[src/rtl/instr_loader.sv]
// Boot loader: packs a byte stream into 9-bit words and writes them
// to instruction memory from address 0, holding the core until done.
module instr_loader #(
  parameter int D = 12
) (
  input  logic         clk,
  input  logic         rst_n,
  input  logic         start,
  input  logic [7:0]   in_byte,
  input  logic         in_valid,
  input  logic         in_last,
  output logic         in_ready,
  output logic         wr_en,
  output logic [D-1:0] wr_addr,
  output logic [8:0]   wr_data,
  output logic         busy,
  output logic         done,
  output logic         err,
  output logic [D:0]   word_count,
  output logic         cpu_hold
);

  typedef enum logic [2:0] {
    S_IDLE,
    S_LO,
    S_HI,
    S_WR,
    S_DONE
  } state_t;

  localparam logic [D-1:0] ADDR_MAX = '1;

  state_t       state;
  logic [D-1:0] addr;
  logic [7:0]   lo_reg;
  logic         last_q;
  logic         xfer;

  assign xfer = in_valid & in_ready;

  always_ff @(posedge clk or negedge rst_n) begin
    if (!rst_n) begin
      state      <= S_IDLE;
      addr       <= '0;
      lo_reg     <= '0;
      last_q     <= 1'b0;
      wr_addr    <= '0;
      wr_data    <= '0;
      err        <= 1'b0;
      word_count <= '0;
    end else begin
      unique case (state)
        S_IDLE, S_DONE: begin
          if (start) begin
            state      <= S_LO;
            addr       <= '0;
            word_count <= '0;
            err        <= 1'b0;
          end
        end
        S_LO: begin
          if (xfer) begin
            lo_reg <= in_byte;
            if (in_last) begin
              err   <= 1'b1;
              state <= S_DONE;
            end else begin
              state <= S_HI;
            end
          end
        end
        S_HI: begin
          if (xfer) begin
            wr_data <= {in_byte[0], lo_reg};
            wr_addr <= addr;
            last_q  <= in_last;
            if (|in_byte[7:1])
              err <= 1'b1;
            state <= S_WR;
          end
        end
        S_WR: begin
          word_count <= word_count + 1'b1;
          // addr saturates at the top word; a restart clears it
          if (last_q || addr == ADDR_MAX) begin
            state <= S_DONE;
          end else begin
            addr  <= addr + 1'b1;
            state <= S_LO;
          end
        end
        default: state <= S_IDLE;
      endcase
    end
  end

  assign in_ready = (state == S_LO) || (state == S_HI);
  assign wr_en    = (state == S_WR);
  assign busy     = in_ready | wr_en;
  assign done     = (state == S_DONE);
  assign cpu_hold = !done;

endmodule

[config.mk]
export PLATFORM = sky130hd
export DESIGN_NAME = instr_loader
export DESIGN_NICKNAME = d
export VERILOG_FILES = /design/src/rtl/instr_loader.sv
export SDC_FILE = /design/constraint.sdc
export NUM_CORES = 1
export LEC_CHECK = 0
export CORE_ASPECT_RATIO = 0.9
export CORE_MARGIN = 3
export CORE_UTILIZATION = 55
export DETAILED_ROUTE_END_ITERATION = 16
export GPL_ROUTABILITY_DRIVEN = 0
export GPL_TIMING_DRIVEN = 0
export PLACE_DENSITY = 0.92
export SETUP_SLACK_MARGIN = 0.2
export SYNTH_ARGS = -nofsm -noshare
export SYNTH_HDL_FRONTEND = slang
export SYNTH_SLANG_ARGS = --single-unit
[constraint.sdc]
create_clock -name clk -period 3.2 [get_ports clk]
set_input_delay 0.48 -clock clk [delete_from_list [all_inputs] [get_ports clk]]
set_output_delay 0.48 -clock clk [all_outputs]
set_load 0.1 [all_outputs]
==> results by group, run 1 <==
Outcome
  • Status: finished clean

Pwr
  • Leakage: 1.51 nW
  • Max IR drop VDD: 880 µV
  • Pwr Density: 1090 mW/mm²
  • Total chip power: 3.78 mW

Placed design
  • Post-DP HPWL: 4.37 mm
  • Port Buffer Count: 52

Die
  • Starting Density: 58.9%
  • Die area: 0.00581 mm²
  • Die Ht: 72.6 µm
  • Overall die width: 80.0 µm
  • IO Pins: 53
  • Number of placement rows: 23
  • Placeable core area: 0.00460 mm²

Synth
  • Synth Area in XOR/XNOR: 0%
  • Synthesis Warnings: 0
  • Register bit count reported by yosys: 59
  • Syn Inst Count: 240
  • Dominant synthesized flop cell: dfrtp_1
  • Mux cell area share after synthesis: 15.1%
  • Synth cell types: 46
  • Average cell area after synthesis: 11.3 µm²
  • Largest family of logic cells by synthesized area: multiplexers
  • Leading cell types by total area after synthesis: dfrtp_1 (54%), mux2_2 (12%), nand2_1 (3.2%)
  • Post-synthesis compound-gate area fraction: 12.3%
  • Adder and majority cell fraction of the synthesized area: 0.923%
  • Leading area contributor after synthesis: dfrtp_1
  • Post-synthesis simple-gate area fraction: 14.9%
  • Portion of the post-synthesis area used by sequential elements: 54.5%
  • Share of synthesized flip-flops with an asynchronous set or reset: 100%
  • Fraction of synthesized cell area taken by the top area cell type: 54.5%
  • Number of enable flip-flop cells after synthesis: 0
  • Post-synth net total: 255
  • Post-synthesis instance area: 0.00271 mm²

Detailed routing
  • Detailed-route via count: 2,171
  • Number of remaining DRC errors: 0
  • Vias per std cell: 5.90
  • Detailed-routing iteration count for the pre-antenna-repair pass: 4
  • First DRT Iteration DRCs: 99
  • Number of routed nets with antenna violations: 0
  • Overall routed net length: 6.09 mm
  • Average wire per cell in the routed design: 16.5 µm

STA
  • Final setup viols: 0
  • Final cycle utilization of the critical path: 90.9%
  • Actual slew at the worst max-slew pin: 1.03 ns
  • Max Fclk: 344 MHz
  • Aggregate negative setup slack: 0 ns
  • Total count of hold-check failures in the final report: 0
  • Final critical delay including setup and external delays: 2.91 ns
  • Final clock skew: 0.00759 ns
  • Max-Slew Margin vs Limit: 31.3%
  • RSZ-0062 raised after global routing: no
  • Final-report max-slew violation count: 0

CTS
  • Clock buffer depth: 2
  • Post-CTS Hold Fix Bufs: 0
  • Post-CTS setup buffer count: 0
  • Inserted Clock Buffers: 9
  • Number of sinks handled by clock tree synthesis: 59
  • Depth of the CTS H-tree: 3
  • Clock Pin Slew Worst Setup and Hold Paths: 0.06 ns
  • Clock Latency Late Sink: 0.34 ns
  • TritonCTS clock tree: built
  • Clock Root Buffer: clkbuf_8

Layout
  • Area growth from synthesis to final layout: 27.9%
  • Fraction of layout instances using a drive strength above 1: 17.3%
  • Flip-flop count of the largest register, all copies and words added: 13
  • Biggest register: word_count
  • Final-stage net count: 319
  • Number of fill cells: 323
  • Leading cell types in the layout, fill and taps excluded: dfrtp_1 (59), clkdlybuf4s50_1 (49), mux2_2 (28)
  • Number of inserted diodes: 0
  • Largest registers in the final layout: word_count (13), addr (12), wr_addr (12)
  • Most common library cell in the layout ignoring fill and taps: dfrtp_1

Critical path
  • Sort of element at the end of the critical path: output pin
  • Element type at the critical path start: register
  • Crit path max fanout: 10
  • Worst path required time: 2.72 ns
  • Classification of the worst setup path: reg2out
  • CP arrival: 2.43 ns

Global routing
  • Number of global-route vias before repair: 2,197
  • Pin count of the biggest net entering global routing: 33
  • Total routing resource utilization after global routing: 23.4%
  • Gr ovfl total: 0
  • Number of antenna violations at the first check in global routing: 0
  • Global-route wire length before repair: 10.4 mm

Hold path
  • Hold crit path type: in2async

Run
  • Count of maximum capacitance violations: 0
critical path, stage by stage (launching register included):
cell             delay (ns)
dfrtp_1                0.40
buf_2                  0.19
nand2b_1               0.16
a21oi_1                0.18
clkdlybuf4s50_1        1.16
where the power goes:
part	internal, mW	total (mW)	switching [mW]
Clock	0.290	0.548	0.258
Sequential	0.974	1.14	0.167
Combinational	0.542	2.09	1.55
Total	1.81	3.78	1.97
per-layer routing:
metal  vias up  global-route usage, %  wire length [µm]
met5         -                      0                 0
li1       1017                      -                 -
met2        79                   38.5              3060
met3        12                   7.65               392
met1      1063                   29.7              2530
met4         0                   7.32               107
per-stage QoR:
step	instance area, µm²	utilization [%]	std cells	setup slack (ns)	hold slack, ns
floorplan	2710	-	240	0.510	0.184
global placement	3310	71.8	354	-0.117	0.460
detailed placement	3320	72.2	355	0.286	0.478
CTS	3470	75.4	368	0.210	0.209
global route	3470	75.3	368	0.208	0.249
finish	3470	75.3	368	0.291	0.190
path summary, 6_finish.rpt:
kind                                 from        endpoint  slack [ns]  cells after the start
setup / recovery                 state[1]        in_ready        0.29                      4
hold reg to reg            word_count[12]  word_count[12]        0.48                      1
max in group asynchronous           rst_n     wr_addr[10]        2.41                      2
min in group clk           word_count[12]  word_count[12]        0.48                      1
hold / removal                      rst_n      wr_data[3]        0.19                      1
setup reg to reg                  addr[0]         addr[1]        1.12                      6
logic make-up (layout without fill, tap and decap cells):
| kind of cell | count (synthesis) | count (layout) |
|---|---|---|
| compound gates | 50 | 50 |
| fa+ha+maj | 2 | 2 |
| buf+inv | 15 | 81 |
| flops | 59 | 59 |
| mux | 37 | 37 |
| simple gates | 77 | 77 |
Yosys cell counts, types with 2 or more instances:
master / instances
ha_1: 2
and4_1: 2
nand2b_1: 3
dfrtp_1: 59
inv_1: 6
clkbuf_1: 3
nand3_1: 6
a21o_1: 2
o22ai_1: 2
o21ai_0: 8
o211ai_1: 3
mux2i_1: 7
nor4_1: 4
o31ai_1: 3
nand4_1: 7
and3_1: 2
nor2_1: 11
buf_2: 6
mux2_1: 2
a31oi_1: 11
and2_1: 3
a41oi_1: 2
or2_2: 2
nor3_1: 5
mux2_2: 28
nand2_1: 23
a21oi_1: 9
layout make-up:
class | count | area (µm²) | share of cell area, %
buffer | 9 | 41.3 | 1.19
clock buffer | 13 | 149 | 4.30
inverter | 6 | 22.5 | 0.650
multi-input combinational | 166 | 1170 | 33.8
sequential | 59 | 1480 | 42.6
tap | 62 | 77.6 | 2.24
timing repair buffer | 53 | 529 | 15.3
what timing repair did:
item / CTS / global route
pin swaps: 0 / 0
setup endpoints to repair: 2 / 1
gates resized for setup: 2 / 2
Power figures use the tool's default switching activity.
==> inputs of run 2 (changes only) <==
--- a/config.mk
+++ b/config.mk
@@ -8,6 +8,7 @@
 export CORE_ASPECT_RATIO = 0.9
 export CORE_MARGIN = 3
 export CORE_UTILIZATION = 55
+export CTS_CLUSTER_SIZE = 10
 export DETAILED_ROUTE_END_ITERATION = 16
 export GPL_ROUTABILITY_DRIVEN = 0
 export GPL_TIMING_DRIVEN = 0
@@ -16,3 +17,4 @@
 export SYNTH_ARGS = -nofsm -noshare
 export SYNTH_HDL_FRONTEND = slang
 export SYNTH_SLANG_ARGS = --single-unit
+export TNS_END_PERCENT = 20
==> run 2 against run 1 <==
Compared with the run above: worst hold slack is essentially flat; setup slack lost 0.087 ns; total power is essentially flat; clock power is essentially flat; first-iteration DRC count grew 5.1%; clock-buffer cell count is the same; cell area grew 0.22%; critical endpoint is now wr_en; highest routed layer unchanged.
==> results by group, run 2 (synthesis gave the netlist of run 1 again) <==
Outcome
  • Status: finished clean

Die
  • Die area: 0.00581 mm² (unchanged)
  • Die Ht: 72.6 µm (unchanged)
  • Starting Density: 58.9% (unchanged)
  • Placeable core area: 0.00460 mm² (unchanged)
  • Overall die width: 80.0 µm (unchanged)
  • IO Pins: 53 (unchanged)
  • Number of placement rows: 23 (unchanged)

Critical path
  • Element type at the critical path start: register
  • CP arrival: 2.52 ns (+0.09 ns)
  • Worst path required time: 2.72 ns (about the same)
  • Largest stage delay on the critical path: 0.91 ns (-0.25 ns)
  • Critical path's slowest cell: dlygate4sd2_1
  • Cell Chain, Critical Path: buf_2 -> nand3b_1 -> inv_1 -> clkbuf_1 -> dlygate4sd2_1
  • Crit path max fanout: 10 (unchanged)
  • Sort of element at the end of the critical path: output pin
  • Classification of the worst setup path: reg2out

Global routing
  • Gr ovfl total: 0 (unchanged)
  • Global-route wire length before repair: 10.4 mm (unchanged)
  • Pin count of the biggest net entering global routing: 33 (unchanged)
  • Total routing resource utilization after global routing: 23.4% (unchanged)
  • Number of antenna violations at the first check in global routing: 0 (unchanged)
  • Number of global-route vias before repair: 2,197 (unchanged)

CTS
  • Inserted Clock Buffers: 9 (unchanged)
  • Post-CTS setup buffer count: 0 (unchanged)
  • Number of sinks handled by clock tree synthesis: 59 (unchanged)
  • Depth of the CTS H-tree: 3 (unchanged)
  • Clock Latency Late Sink: 0.34 ns (about the same)
  • TritonCTS clock tree: built
  • Clock buffer depth: 2 (unchanged)
  • Clock Root Buffer: clkbuf_8
  • Clock Pin Slew Worst Setup and Hold Paths: 0.06 ns (about the same)

STA
  • RSZ-0062 raised after global routing: yes
  • Max Fclk: 334 MHz (-2.9%)
  • Final-report max-slew violation count: 0 (unchanged)
  • Final setup viols: 0 (unchanged)
  • Actual slew at the worst max-slew pin: 1.03 ns (+0.000162 ns)
  • Final clock skew: 0.00766 ns (+0.0000741 ns)
  • Total count of hold-check failures in the final report: 0 (unchanged)
  • Max-Slew Margin vs Limit: 31.3% (about the same)
  • Aggregate negative setup slack: 0 ns (unchanged)
  • Final cycle utilization of the critical path: 93.6% (+2.7 points)
  • Final critical delay including setup and external delays: 3.00 ns (+0.0867 ns)

Detailed routing
  • Overall routed net length: 6.09 mm (about the same)
  • Vias per std cell: 5.90 (unchanged)
  • Average wire per cell in the routed design: 16.5 µm (about the same)
  • Detailed-routing iteration count for the pre-antenna-repair pass: 4 (unchanged)
  • Detailed-route via count: 2,171 (unchanged)
  • First DRT Iteration DRCs: 104 (+5.1%)
  • Number of remaining DRC errors: 0 (unchanged)
  • Number of routed nets with antenna violations: 0 (unchanged)

Run
  • Count of maximum capacitance violations: 0 (unchanged)

Layout
  • Number of inserted diodes: 0 (unchanged)
  • Number of fill cells: 321 (-0.62%)
  • Leading cell types in the layout, fill and taps excluded: dfrtp_1 (59), clkdlybuf4s50_1 (49), mux2_2 (28)
  • Final standard cell utilization of the core: 75.4% (+0.16 points)
  • Area growth from synthesis to final layout: 28.2%
  • Largest registers in the final layout: word_count (13), addr (12), wr_addr (12)
  • Final-stage net count: 319 (unchanged)
  • Biggest register: word_count
  • Flip-flop count of the largest register, all copies and words added: 13 (unchanged)
  • Most common library cell in the layout ignoring fill and taps: dfrtp_1
  • Fraction of layout instances using a drive strength above 1: 17.0% (-0.33 points)

Pwr
  • P_int: 1.81 mW (+0.18%)
  • Combinational Power Share: 55.3% (about the same)
  • Part of the power in the clock network: 14.5% (about the same)
  • Leakage: 1.52 nW (+1.1%)
  • Switching component of the power: 1.97 mW (about the same)
  • Max IR drop VDD: 880 µV (about the same)
  • Net Sw Frac: 52.2% (about the same)
  • Pwr Density: 1090 mW/mm² (-0.13%)
  • Part of the total power dissipated in sequential elements: 30.2% (about the same)

Hold path
  • Hold crit path type: in2async

Placed design
  • Post-DP HPWL: 4.37 mm (unchanged)
  • Port Buffer Count: 52 (unchanged)
run 2: cell count changes in the layout (fill, tap and decap cells not counted), sizes merged:
| cell | delta |
|---|---|
| clkbuf | -1 |
| dlymetal6s2s | +1 |
run 2: critical path, delay by kind of cell, from the launching register on:
| kind | cells | cell delay [ns] |
|---|---|---|
| AND/OR/NAND/NOR | 1 | 0.18 |
| buffers and inverters | 4 | 1.62 |
| flip-flops | 1 | 0.37 |
run 2: worst paths after layout:
check	startpoint	endpoint	slack [ns]	cells after the start
setup / recovery	state[0]	wr_en	0.20	5
hold / removal	rst_n	wr_data[3]	0.19	1
setup reg to reg	addr[0]	addr[1]	1.11	6
hold reg to reg	word_count[12]	word_count[12]	0.48	1
max in group asynchronous	rst_n	wr_addr[10]	2.41	2
min in group clk	word_count[12]	word_count[12]	0.48	1
run 2: layout make-up:
cell class / count / area [µm²] / share of cell area (%)
multi-input combinational: 166 / 1170 / 33.7
timing repair buffer: 53 / 537 / 15.5
clock buffer: 13 / 149 / 4.29
sequential: 59 / 1480 / 42.5
buffer: 9 / 41.3 / 1.19
inverter: 6 / 22.5 / 0.648
tap: 62 / 77.6 / 2.23
run 2: power by group through the flow:
stage | registers [mW] | logic [mW] | clock network [mW]
floorplan | 1.98 | 0.747 | 0
finish | 1.14 | 2.09 | 0.548
CTS | 1.14 | 2.10 | 0.562
detailed placement | 1.15 | 2.09 | 0
global placement | 1.13 | 2.06 | 0
global route | 1.17 | 2.18 | 0.599
run 2: stage by stage:
stage / instance area, µm² / hold slack [ns] / cells / total power [mW] / setup slack [ns]
after floorplan: 2710 / 0.184 / 240 / 2.73 / 0.510
final: 3470 / 0.190 / 368 / 3.78 / 0.204
after global routing: 3470 / 0.249 / 368 / 3.95 / 0.0929
after CTS: 3470 / 0.209 / 368 / 3.80 / 0.179
after detailed placement: 3320 / 0.478 / 355 / 3.24 / 0.286
after global placement: 3310 / 0.460 / 354 / 3.19 / -0.117
run 2: timing repair:
action,in CTS,in global routing
resized for setup,1,1
hold buffers,0,0
endpoints found under the setup margin,2,2
run 2: routing by layer:
metal  wire [µm]  vias up  track usage, %  share of wire [%]
li1            -     1017               -                  -
met2        3060       79            38.5                 50
met4         110        0            7.32                1.8
met3         396       12            7.65                6.5
met5           0        -               0                  0
met1        2520     1063            29.7                 41
==> inputs of run 3 (changes only) <==
--- a/config.mk
+++ b/config.mk
@@ -8,6 +8,7 @@
 export CORE_ASPECT_RATIO = 0.9
 export CORE_MARGIN = 3
 export CORE_UTILIZATION = 55
+export CTS_CLUSTER_DIAMETER = 50
 export CTS_CLUSTER_SIZE = 10
 export DETAILED_ROUTE_END_ITERATION = 16
 export GPL_ROUTABILITY_DRIVEN = 0
==> results of run 3 <==
The final DEF is identical to that of run 2; final timing and power are the same.
